[src/rtl/aes_128_decrypt_pkg.sv]
// Shared AES definitions: round count, inverse S-box, GF(2^8) helpers
// and the FSM state encoding used by the iterative decryptor.
package aes_128_decrypt_pkg;

    localparam int NR_AES = 10;

    typedef enum logic [1:0] {
        IDLE,
        ROUND,
        DONE
    } fsm_e;

    // Row-major table: entry x lives at bits [2047-8x -: 8]
    localparam logic [2047:0] INV_SBOX = {
        128'h52096ad53036a538bf40a39e81f3d7fb,
        128'h7ce339829b2fff87348e4344c4dee9cb,
        128'h547b9432a6c2233dee4c950b42fac34e,
        128'h082ea16628d924b2765ba2496d8bd125,
        128'h72f8f66486689816d4a45ccc5d65b692,
        128'h6c704850fdedb9da5e154657a78d9d84,
        128'h90d8ab008cbcd30af7e45805b8b34506,
        128'hd02c1e8fca3f0f02c1afbd0301138a6b,
        128'h3a9111414f67dcea97f2cfcef0b4e673,
        128'h96ac7422e7ad3585e2f937e81c75df6e,
        128'h47f11a711d29c5896fb7620eaa18be1b,
        128'hfc563e4bc6d279209adbc0fe78cd5af4,
        128'h1fdda8338807c731b11210592780ec5f,
        128'h60517fa919b54a0d2de57a9f93c99cef,
        128'ha0e03b4dae2af5b0c8ebbb3c83539961,
        128'h172b047eba77d626e169146355210c7d
    };

    function automatic logic [7:0] inv_sbox(input logic [7:0] x);
        return INV_SBOX[8 * (255 - int'(x)) +: 8];
    endfunction

    function automatic logic [7:0] xtime(input logic [7:0] x);
        return {x[6:0], 1'b0} ^ (x[7] ? 8'h1b : 8'h00);
    endfunction

    function automatic logic [7:0] mul09(input logic [7:0] x);
        return xtime(xtime(xtime(x))) ^ x;
    endfunction

    function automatic logic [7:0] mul0b(input logic [7:0] x);
        return xtime(xtime(xtime(x))) ^ xtime(x) ^ x;
    endfunction

    function automatic logic [7:0] mul0d(input logic [7:0] x);
        return xtime(xtime(xtime(x))) ^ xtime(xtime(x)) ^ x;
    endfunction

    function automatic logic [7:0] mul0e(input logic [7:0] x);
        return xtime(xtime(xtime(x))) ^ xtime(xtime(x)) ^ xtime(x);
    endfunction

    function automatic logic [31:0] inv_mix_col(input logic [31:0] col);
        logic [7:0] a0, a1, a2, a3;
        a0 = col[31:24];
        a1 = col[23:16];
        a2 = col[15:8];
        a3 = col[7:0];
        return {
            mul0e(a0) ^ mul0b(a1) ^ mul0d(a2) ^ mul09(a3),
            mul09(a0) ^ mul0e(a1) ^ mul0b(a2) ^ mul0d(a3),
            mul0d(a0) ^ mul09(a1) ^ mul0e(a2) ^ mul0b(a3),
            mul0b(a0) ^ mul0d(a1) ^ mul09(a2) ^ mul0e(a3)
        };
    endfunction

endpackage

[src/rtl/aes_128_decrypt_inv_round.sv]
// One combinational inverse-cipher round:
// InvShiftRows, InvSubBytes, AddRoundKey, then InvMixColumns unless last.
module aes_inv_round
    import aes_128_decrypt_pkg::*;
(
    input  logic [127:0] state,
    input  logic [127:0] round_key,
    input  logic         last,
    output logic [127:0] next_state
);

    logic [127:0] keyed;
    logic [127:0] mixed;

    // Byte (r,c) sits at index r+4c; row r rotates right by r
    for (genvar c = 0; c < 4; c++) begin : g_col
        for (genvar r = 0; r < 4; r++) begin : g_row
            localparam int D = r + 4 * c;
            localparam int S = r + 4 * ((c - r + 4) % 4);
            assign keyed[127-8*D -: 8] =
                inv_sbox(state[127-8*S -: 8]) ^ round_key[127-8*D -: 8];
        end
        assign mixed[127-32*c -: 32] = inv_mix_col(keyed[127-32*c -: 32]);
    end

    assign next_state = last ? keyed : mixed;

endmodule

[src/rtl/aes_128_decrypt.sv]
// Iterative AES inverse cipher, one round per clock, with
// valid/ready handshakes on both the ciphertext and plaintext sides.
module aes_128_decrypt
    import aes_128_decrypt_pkg::*;
#(
    parameter int NR = NR_AES
) (
    input  logic                  clk,
    input  logic                  rst,
    input  logic                  in_valid,
    output logic                  in_ready,
    input  logic [127:0]          ciphertext,
    input  logic [128*(NR+1)-1:0] expandedKey,
    output logic                  out_valid,
    input  logic                  out_ready,
    output logic [127:0]          plaintext
);

    localparam int CW = $clog2(NR + 1);

    fsm_e          fsm;
    logic [CW-1:0] cnt;
    logic [127:0]  data;
    logic [127:0]  rk;
    logic [127:0]  nxt;
    logic          last;

    assign rk        = expandedKey[128*int'(cnt) +: 128];
    assign last      = (cnt == '0);
    assign plaintext = data;

    aes_inv_round u_round (
        .state      (data),
        .round_key  (rk),
        .last       (last),
        .next_state (nxt)
    );

    always_ff @(posedge clk or negedge rst) begin
        if (!rst) begin
            fsm       <= IDLE;
            cnt       <= '0;
            data      <= '0;
            in_ready  <= 1'b1;
            out_valid <= 1'b0;
        end else begin
            unique case (fsm)
                IDLE: begin
                    if (in_valid && in_ready) begin
                        data     <= ciphertext ^ expandedKey[128*NR +: 128];
                        cnt      <= CW'(NR - 1);
                        in_ready <= 1'b0;
                        fsm      <= ROUND;
                    end
                end
                ROUND: begin
                    data <= nxt;
                    if (last) begin
                        out_valid <= 1'b1;
                        fsm       <= DONE;
                    end else begin
                        cnt <= cnt - 1'b1;
                    end
                end
                DONE: begin
                    if (out_ready) begin
                        out_valid <= 1'b0;
                        in_ready  <= 1'b1;
                        fsm       <= IDLE;
                    end
                end
                default: begin
                    out_valid <= 1'b0;
                    in_ready  <= 1'b1;
                    fsm       <= IDLE;
                end
            endcase
        end
    end

endmodule

[config.mk]
export PLATFORM = sky130hd
export DESIGN_NAME = aes_128_decrypt
export DESIGN_NICKNAME = d
export VERILOG_FILES = /design/src/rtl/aes_128_decrypt_pkg.sv /design/src/rtl/aes_128_decrypt_inv_round.sv /design/src/rtl/aes_128_decrypt.sv
export SDC_FILE = /design/constraint.sdc
export NUM_CORES = 2
export LEC_CHECK = 0
export CAP_MARGIN = 30
export CORE_AREA = 5 5 649 651
export CTS_BUF_LIST = sky130_fd_sc_hd__clkbuf_16
export CTS_CLUSTER_DIAMETER = 30
export DETAILED_ROUTE_END_ITERATION = 8
export DIE_AREA = 0 0 654 656
export SYNTH_ARGS = -nofsm -noshare
export SYNTH_HDL_FRONTEND = slang
export SYNTH_SLANG_ARGS = --single-unit
[constraint.sdc]
create_clock -name clk -period 8.3 [get_ports clk]
set_input_delay 1.66 -clock clk [delete_from_list [all_inputs] [get_ports clk]]
set_output_delay 1.66 -clock clk [all_outputs]
set_load 0.03 [all_outputs]
# ---- Word level (Yosys, flattened, before mapping)
# Cells that the tools add are included.
dict set report op_classes {
  shift 17
  n_mux 64
  n_eq_ne 6
  n_reduce_logical 9
  bitwise 211
  add_sub_neg 17
}
# operator n
set ops {}
lappend ops {{indexed part select 2048 x 32 -> 8 bit, first input constant} 16}
lappend ops {{XOR 8 bit} 204}
lappend ops {{indexed part select 1408 x 12 -> 128 bit} 1}
lappend ops {{2-to-1 mux 128 bit} 2}
lappend ops {{one-hot mux 128 bit (2 select lines)} 1}
lappend ops {{2-to-1 mux 5 bit} 48}
lappend ops {{subtractor 8 x 8 -> 9 bit, first input constant} 16}
lappend ops {{XOR 128 bit} 1}
lappend ops {{XOR 8 x 5 -> 8 bit} 4}
lappend ops {{AND reduction 3 bit} 4}
lappend ops {{2-to-1 mux 4 bit} 2}
lappend ops {{one-hot mux 4 bit (2 select lines)} 1}
lappend ops {{2-to-1 mux 2 bit} 3}
lappend ops {{!= test 2 bit, second input constant} 3}
lappend ops {{one-hot mux 1 bit (3 select lines)} 2}
lappend ops {{one-hot mux 2 bit (3 select lines)} 1}
lappend ops {{logical NOT 4 bit} 1}
lappend ops {{2-to-1 mux 1 bit} 4}
lappend ops {{subtractor 4 x 1 -> 4 bit, second input constant} 1}
lappend ops {{== test 2 x 1 -> 1 bit, second input constant} 1}
lappend ops {{== test 2 bit, second input constant} 1}
lappend ops {{logical NOT 2 bit} 1}
lappend ops {{!= test 2 x 1 -> 1 bit, second input constant} 1}
lappend ops {{NOT 1 bit} 2}
lappend ops {{other kinds (3)} 3}
dict set report word_totals {
  ff_bits 136
}

# ---- Logic depth before layout (Yosys ltp)
dict set report depth {
  ltp_word 16
  mapped_depth 20
  mapped_depth_nobuf 16
}

# ---- Cells and area by module
# Synthesis repeated with hierarchy kept, for this count alone.
dict set report hier_totals {
  hier_cells 11543
  area_unflattened_um2 84544.8
}
# module n_inst area_per_inst_um2 cells_per_inst
set by_module_without_submodules {}
lappend by_module_without_submodules {aes_inv_round 1 66476.3 9749}
lappend by_module_without_submodules {aes_128_decrypt 1 18068.6 1794}

# ---- Least setup slack after synthesis
# No wires, ideal clock.
dict set report synth_path {
  kind {reg2reg}
  startpoint {register data[1], in the netlist plaintext[1]}
  endpoint {register data[53], in the netlist plaintext[53]}
  path_stages_with_launch 21
  arrival_ps 5089
  t_required_ps 8154
  synth_period_minus_slack_ps 5234
  path_slack_ps 3066
  path_buffers 4
  cell_sequence {dfrtp_1 clkbuf_1 buf_2 inv_1 ha_1 clkbuf_1 buf_2 inv_1 ha_1 o21ba_2 a31o_2 mux4_2 a2bb2oi_1 a22oi_1 xnor2_2 xor3_1 xnor3_1 xnor3_1 xnor3_1 nand2_1 a22oi_1}
}
dict set report synth_via {
  elab_chain_cells 12
  word_cells_on_any_way 13
}
# element line_no
set synth_rtl {}
lappend synth_rtl {{from (decl)} aes_128_decrypt.sv:23} ;# logic [127:0] data;
lappend synth_rtl {{from (signal assigned)} aes_128_decrypt.sv:50} ;# data <= ciphertext ^ expandedKey[128*NR +: 128];
lappend synth_rtl {{from (signal assigned)} aes_128_decrypt.sv:57} ;# data <= nxt;
lappend synth_rtl {{subtractor 8 x 8 -> 9 bit *} aes_128_decrypt_pkg.sv:34} ;# return INV_SBOX[8 * (255 - int'(x)) +: 8];
lappend synth_rtl {{indexed part select 2048 x 32 -> 8 bit *} aes_128_decrypt_pkg.sv:34}
lappend synth_rtl {{XOR 8 bit *} aes_128_decrypt_inv_round.sv:21} ;# inv_sbox(state[127-8*S -: 8]) ^ round_key[127-8*D -: 8];
lappend synth_rtl {{2-to-1 mux 5 bit or XOR 8 bit (tied branches)} aes_128_decrypt_pkg.sv:38} ;# return {x[6:0], 1'b0} ^ (x[7] ? 8'h1b : 8'h00);
lappend synth_rtl {{XOR 8 bit or 2-to-1 mux 5 bit (tied branches)} aes_128_decrypt_pkg.sv:38}
lappend synth_rtl {{XOR 8 bit (2 in a row)} aes_128_decrypt_pkg.sv:38}
lappend synth_rtl {{XOR 8 bit} aes_128_decrypt_pkg.sv:50} ;# return xtime(xtime(xtime(x))) ^ xtime(xtime(x)) ^ x;
lappend synth_rtl {{XOR 8 bit *} aes_128_decrypt_pkg.sv:50}
lappend synth_rtl {{XOR 8 bit *} aes_128_decrypt_pkg.sv:65} ;# mul09(a0) ^ mul0e(a1) ^ mul0b(a2) ^ mul0d(a3),
lappend synth_rtl {{2-to-1 mux 128 bit *} aes_128_decrypt_inv_round.sv:26} ;# assign next_state = last ? keyed : mixed;
lappend synth_rtl {{one-hot mux 128 bit (2 select lines) *} aes_128_decrypt.sv:47} ;# unique case (fsm)
# Every way passes the cells marked *; elsewhere a longest branch is shown, timed or not.
# A chain may end at the register's enable or synchronous reset.

# ---- Final worst setup path
dict set report layout_path {
  startpoint {register data[17], in the netlist plaintext[17]}
  endpoint {register data[105], in the netlist plaintext[105]}
}
dict set report layout_via {
  elab_chain_cells 13
  word_cells_on_any_way 14
}
# element line_no
set layout_rtl {}
lappend layout_rtl {{subtractor 8 x 8 -> 9 bit *} aes_128_decrypt_pkg.sv:34}
lappend layout_rtl {{indexed part select 2048 x 32 -> 8 bit *} aes_128_decrypt_pkg.sv:34}
lappend layout_rtl {{XOR 8 bit *} aes_128_decrypt_inv_round.sv:21}
lappend layout_rtl {{XOR 8 bit} aes_128_decrypt_pkg.sv:38}
lappend layout_rtl {{2-to-1 mux 5 bit or XOR 8 bit (tied branches)} aes_128_decrypt_pkg.sv:38}
lappend layout_rtl {{XOR 8 bit or 2-to-1 mux 5 bit (tied branches)} aes_128_decrypt_pkg.sv:38}
lappend layout_rtl {{XOR 8 bit} aes_128_decrypt_pkg.sv:38}
lappend layout_rtl {{XOR 8 bit *} aes_128_decrypt_pkg.sv:42} ;# return xtime(xtime(xtime(x))) ^ x;
lappend layout_rtl {{XOR 8 bit * (3 in a row)} aes_128_decrypt_pkg.sv:66} ;# mul0d(a0) ^ mul09(a1) ^ mul0e(a2) ^ mul0b(a3),
lappend layout_rtl {{2-to-1 mux 128 bit *} aes_128_decrypt_inv_round.sv:26}
lappend layout_rtl {{one-hot mux 128 bit (2 select lines) *} aes_128_decrypt.sv:47}
# Marks and branches as above.

==> impl_results.md <==
* Status: finished clean
* Slew HR at 0.187
* Initial Util at 0.206
* Worst EP required at 8.70 ns
* Synthesized cell area at about 86000 um^2
* Syn-to-layout area delta at 25.6%
* Root Driver: clkbuf_16
* Inserted Clock Buffers at 17
* Family with the most delay on the worst path: compound AO/OA/AOI/OAI gates
* Buf/Inv on CP at 3
* H-Tree Level Count at 4
* Sequential area share after synthesis at 0.0398
* Routed length per instance at 45.4 um
* Total of max-cap violations at 0
* First-pass GRT wire length at 1040 mm
* Number of flops mapped to enable cells by yosys at 0
* Final #Nets at approximately 14k
* Remaining DRCs at 0
* Setup Buffers After CTS at 0
* Syn nets at ~13k
* Initial antenna violation count at 379
* Crit path time final at 6.89 ns
* Worst path cell trace: buf_4 -> inv_1 -> ha_1 -> mux2i_1 -> a2111oi_0 -> a211oi_1 -> o211ai_1 -> o311ai_1 -> buf_4 -> xnor2_2 -> xnor3_1 -> xnor3_1 -> xnor3_1 -> nor2_1 -> o21ai_1 -> o21ai_1
* Crit-path max cell delay at ~1.1 ns
* Reg area at 3550 um^2
* Die area at 429000 um^2
* Clock tree sinks at 136
* Yosys cell types at between 100 and 150
* CP arrival at 7.28 ns
* Initial DRT Pass Iterations at 7
* Final setup viols at 0
* Most frequent CP cell: xnor3_1
* Worst hold path type: reg -> reg
* Layout cells sized above 1 at 0.119
* Via density at 6.23
* DR vias at 112k
* Buffers on Ports at 1669
* Site row count at 237
* Fillers at 45.8k
* Crit-path max FO at 29
* Boundary Pins at about 1.7k
* Yosys reg bits at 136
* Routed WL at 814 mm
* Mapped Avg Cell Area at 7.58 um^2
* Detailed Route Iter0 Violations at 18.3k
* Critical path startpoint category: flip-flop
* Syn Inst Count at 11.3k
* DIE WIDTH at between 600 and 700 um
* Die height at 656 um
* Async SR Flop Fraction at 1.00
* Post-DP HPWL at 658 mm
* Final Hold Viols at 0
* Worst setup EP type: flip-flop
* Fmax achieved at 145 MHz
* Slowest CP cell: a2111oi_0
* Multi-input gate area at 74400 um^2
* Clock Latency Late Sink at 0.55 ns
* CTS tree: done
* RSZ-0062 raised after global routing: no
* Clk slew on worst S/H paths at roughly 0.09 ns
* Number of global-route vias before repair at 100k
* Setup TNS at 0 ns
* Final Max Tran Viols at 0
* Largest net degree at the start of global routing at about 110
* Grt ovf at 0
* Core area at 415000 um^2
* Yosys warnings at 0
* Final Skew at 0.0288 ns
* Cts hold-fix bufs at 0
* Slew @ Worst Pin at 1.19 ns
* Clock buffer depth at 2
* Post_cts resized at 0
* Kind of critical path: reg -> reg
* Gr usage total at 0.357
* Fin crit share at 0.830
* Placer congestion estimate at 1.07
* Predominant post-synthesis flop cell: dfrtp_1
* Final ANT Viol Nets at 0
[state kept, by name, indices dropped and copies added, names as in the netlist]
register	flops
in_ready	1
fsm	2
out_valid	1
plaintext	128
cnt	4
[tightest hold or removal path, stage by stage (launching register included)]
cell,delay (ns)
dfrtp_1,0.35
nor2_1,0.05
o22ai_1,0.09
[through the flow]
| stage | cells | setup WS, ns | utilization | instance area, um^2 | hold slack [ns] |
|---|---|---|---|---|---|
| finish | 17920 | 1.41 | 0.259 | 107000 | 0.540 |
| global route | 17830 | 1.63 | 0.258 | 107000 | 0.574 |
| CTS | 17561 | 1.89 | 0.257 | 106000 | 0.545 |
| detailed placement | 17529 | 1.60 | 0.255 | 106000 | 0.526 |
| global placement | 17505 | 1.27 | 0.255 | 106000 | 0.527 |
| floorplan | 11276 | 3.07 | - | 85500 | 0.538 |
[final timing paths]
kind,from,to,slack [ns],cells past startpoint
worst min register to register,plaintext[62],plaintext[62],0.54,2
worst min-delay path,plaintext[62],plaintext[62],0.54,2
max in group asynchronous,rst,plaintext[74],5.66,2
worst max-delay path,plaintext[17],plaintext[105],1.41,16
worst max register to register,plaintext[17],plaintext[105],1.41,16
min in group asynchronous,rst,plaintext[0],1.15,1
[final cells by class]
type                            count  area share
Clock buffer                       17     0.00396
Clock inverter                     15     0.00120
Sequential cell                   136      0.0330
Multi-Input combinational cell   9595       0.693
Inverter                          205     0.00726
Tap cell                         5497      0.0641
Timing Repair Buffer             2103       0.189
Antenna cell                      352     0.00820
[placed cells by master, fill, tap and decap left out, types with 69 or more instances in the layout]
cell type,count
ha_1,311
a31oi_1,223
o21ai_1,71
o211ai_1,167
a21o_1,75
nor2_1,739
buf_4,403
xnor2_2,98
mux2i_1,161
mux4_2,394
o31ai_1,107
xor2_1,263
xnor2_1,620
a311oi_1,207
nand3_1,231
o311ai_0,151
inv_1,169
clkdlybuf4s50_1,1668
o22ai_1,122
and2_1,109
o21ai_0,740
a221o_1,107
o221ai_1,146
nor3_1,351
or3_1,86
a211o_1,69
diode_2,352
dfrtp_1,80
or2_2,77
a211oi_1,258
a21oi_1,716
nand2b_1,397
nand2_1,700
nor2b_1,315
a221oi_1,184
mux2_2,156
[routing by layer]
metal  up-vias  GRT usage  wire, um
met5         -          0       848
met2      9227      0.526    340000
met3      1855     0.0997     90000
li1      45297          -         -
met4       132      0.283     82300
met1     55176      0.434    300000
[cell families (layout without fill, tap and decap cells)]
logic type	Yosys count	after routing	synth area share
AO/OA/AOI/OAI	4126	4126	0.342
AND/OR/NAND/NOR	3346	3346	0.198
buffers and inverters	1545	2340	0.0919
XOR/XNOR	1093	1093	0.138
multiplexers	718	718	0.144
adder cells (fa/ha/maj)	312	312	0.0456
flip-flops	136	136	0.0398
other	0	352	0
[cell usage after synthesis (all sizes together) (147+ instances only)]
cell / number / area share
nor3: 354 / 0.021
a311oi: 208 / 0.021
ha: 311 / 0.046
nand2b: 398 / 0.029
xor2: 288 / 0.032
inv: 189 / 0.0083
buf: 783 / 0.058
mux4: 396 / 0.10
clkbuf: 557 / 0.024
o21ai: 811 / 0.047
a31oi: 226 / 0.017
nor2: 747 / 0.033
xnor2: 734 / 0.087
o221ai: 147 / 0.015
o211ai: 169 / 0.015
o311ai: 172 / 0.018
nand3: 231 / 0.014
a21oi: 723 / 0.043
mux2: 161 / 0.021
mux2i: 161 / 0.019
a211oi: 261 / 0.023
a221oi: 193 / 0.020
nor2b: 318 / 0.023
nand2: 703 / 0.031
Power is not shown: default switching activity piles up to over one toggle a cycle in this logic, so the estimate is an artifact.
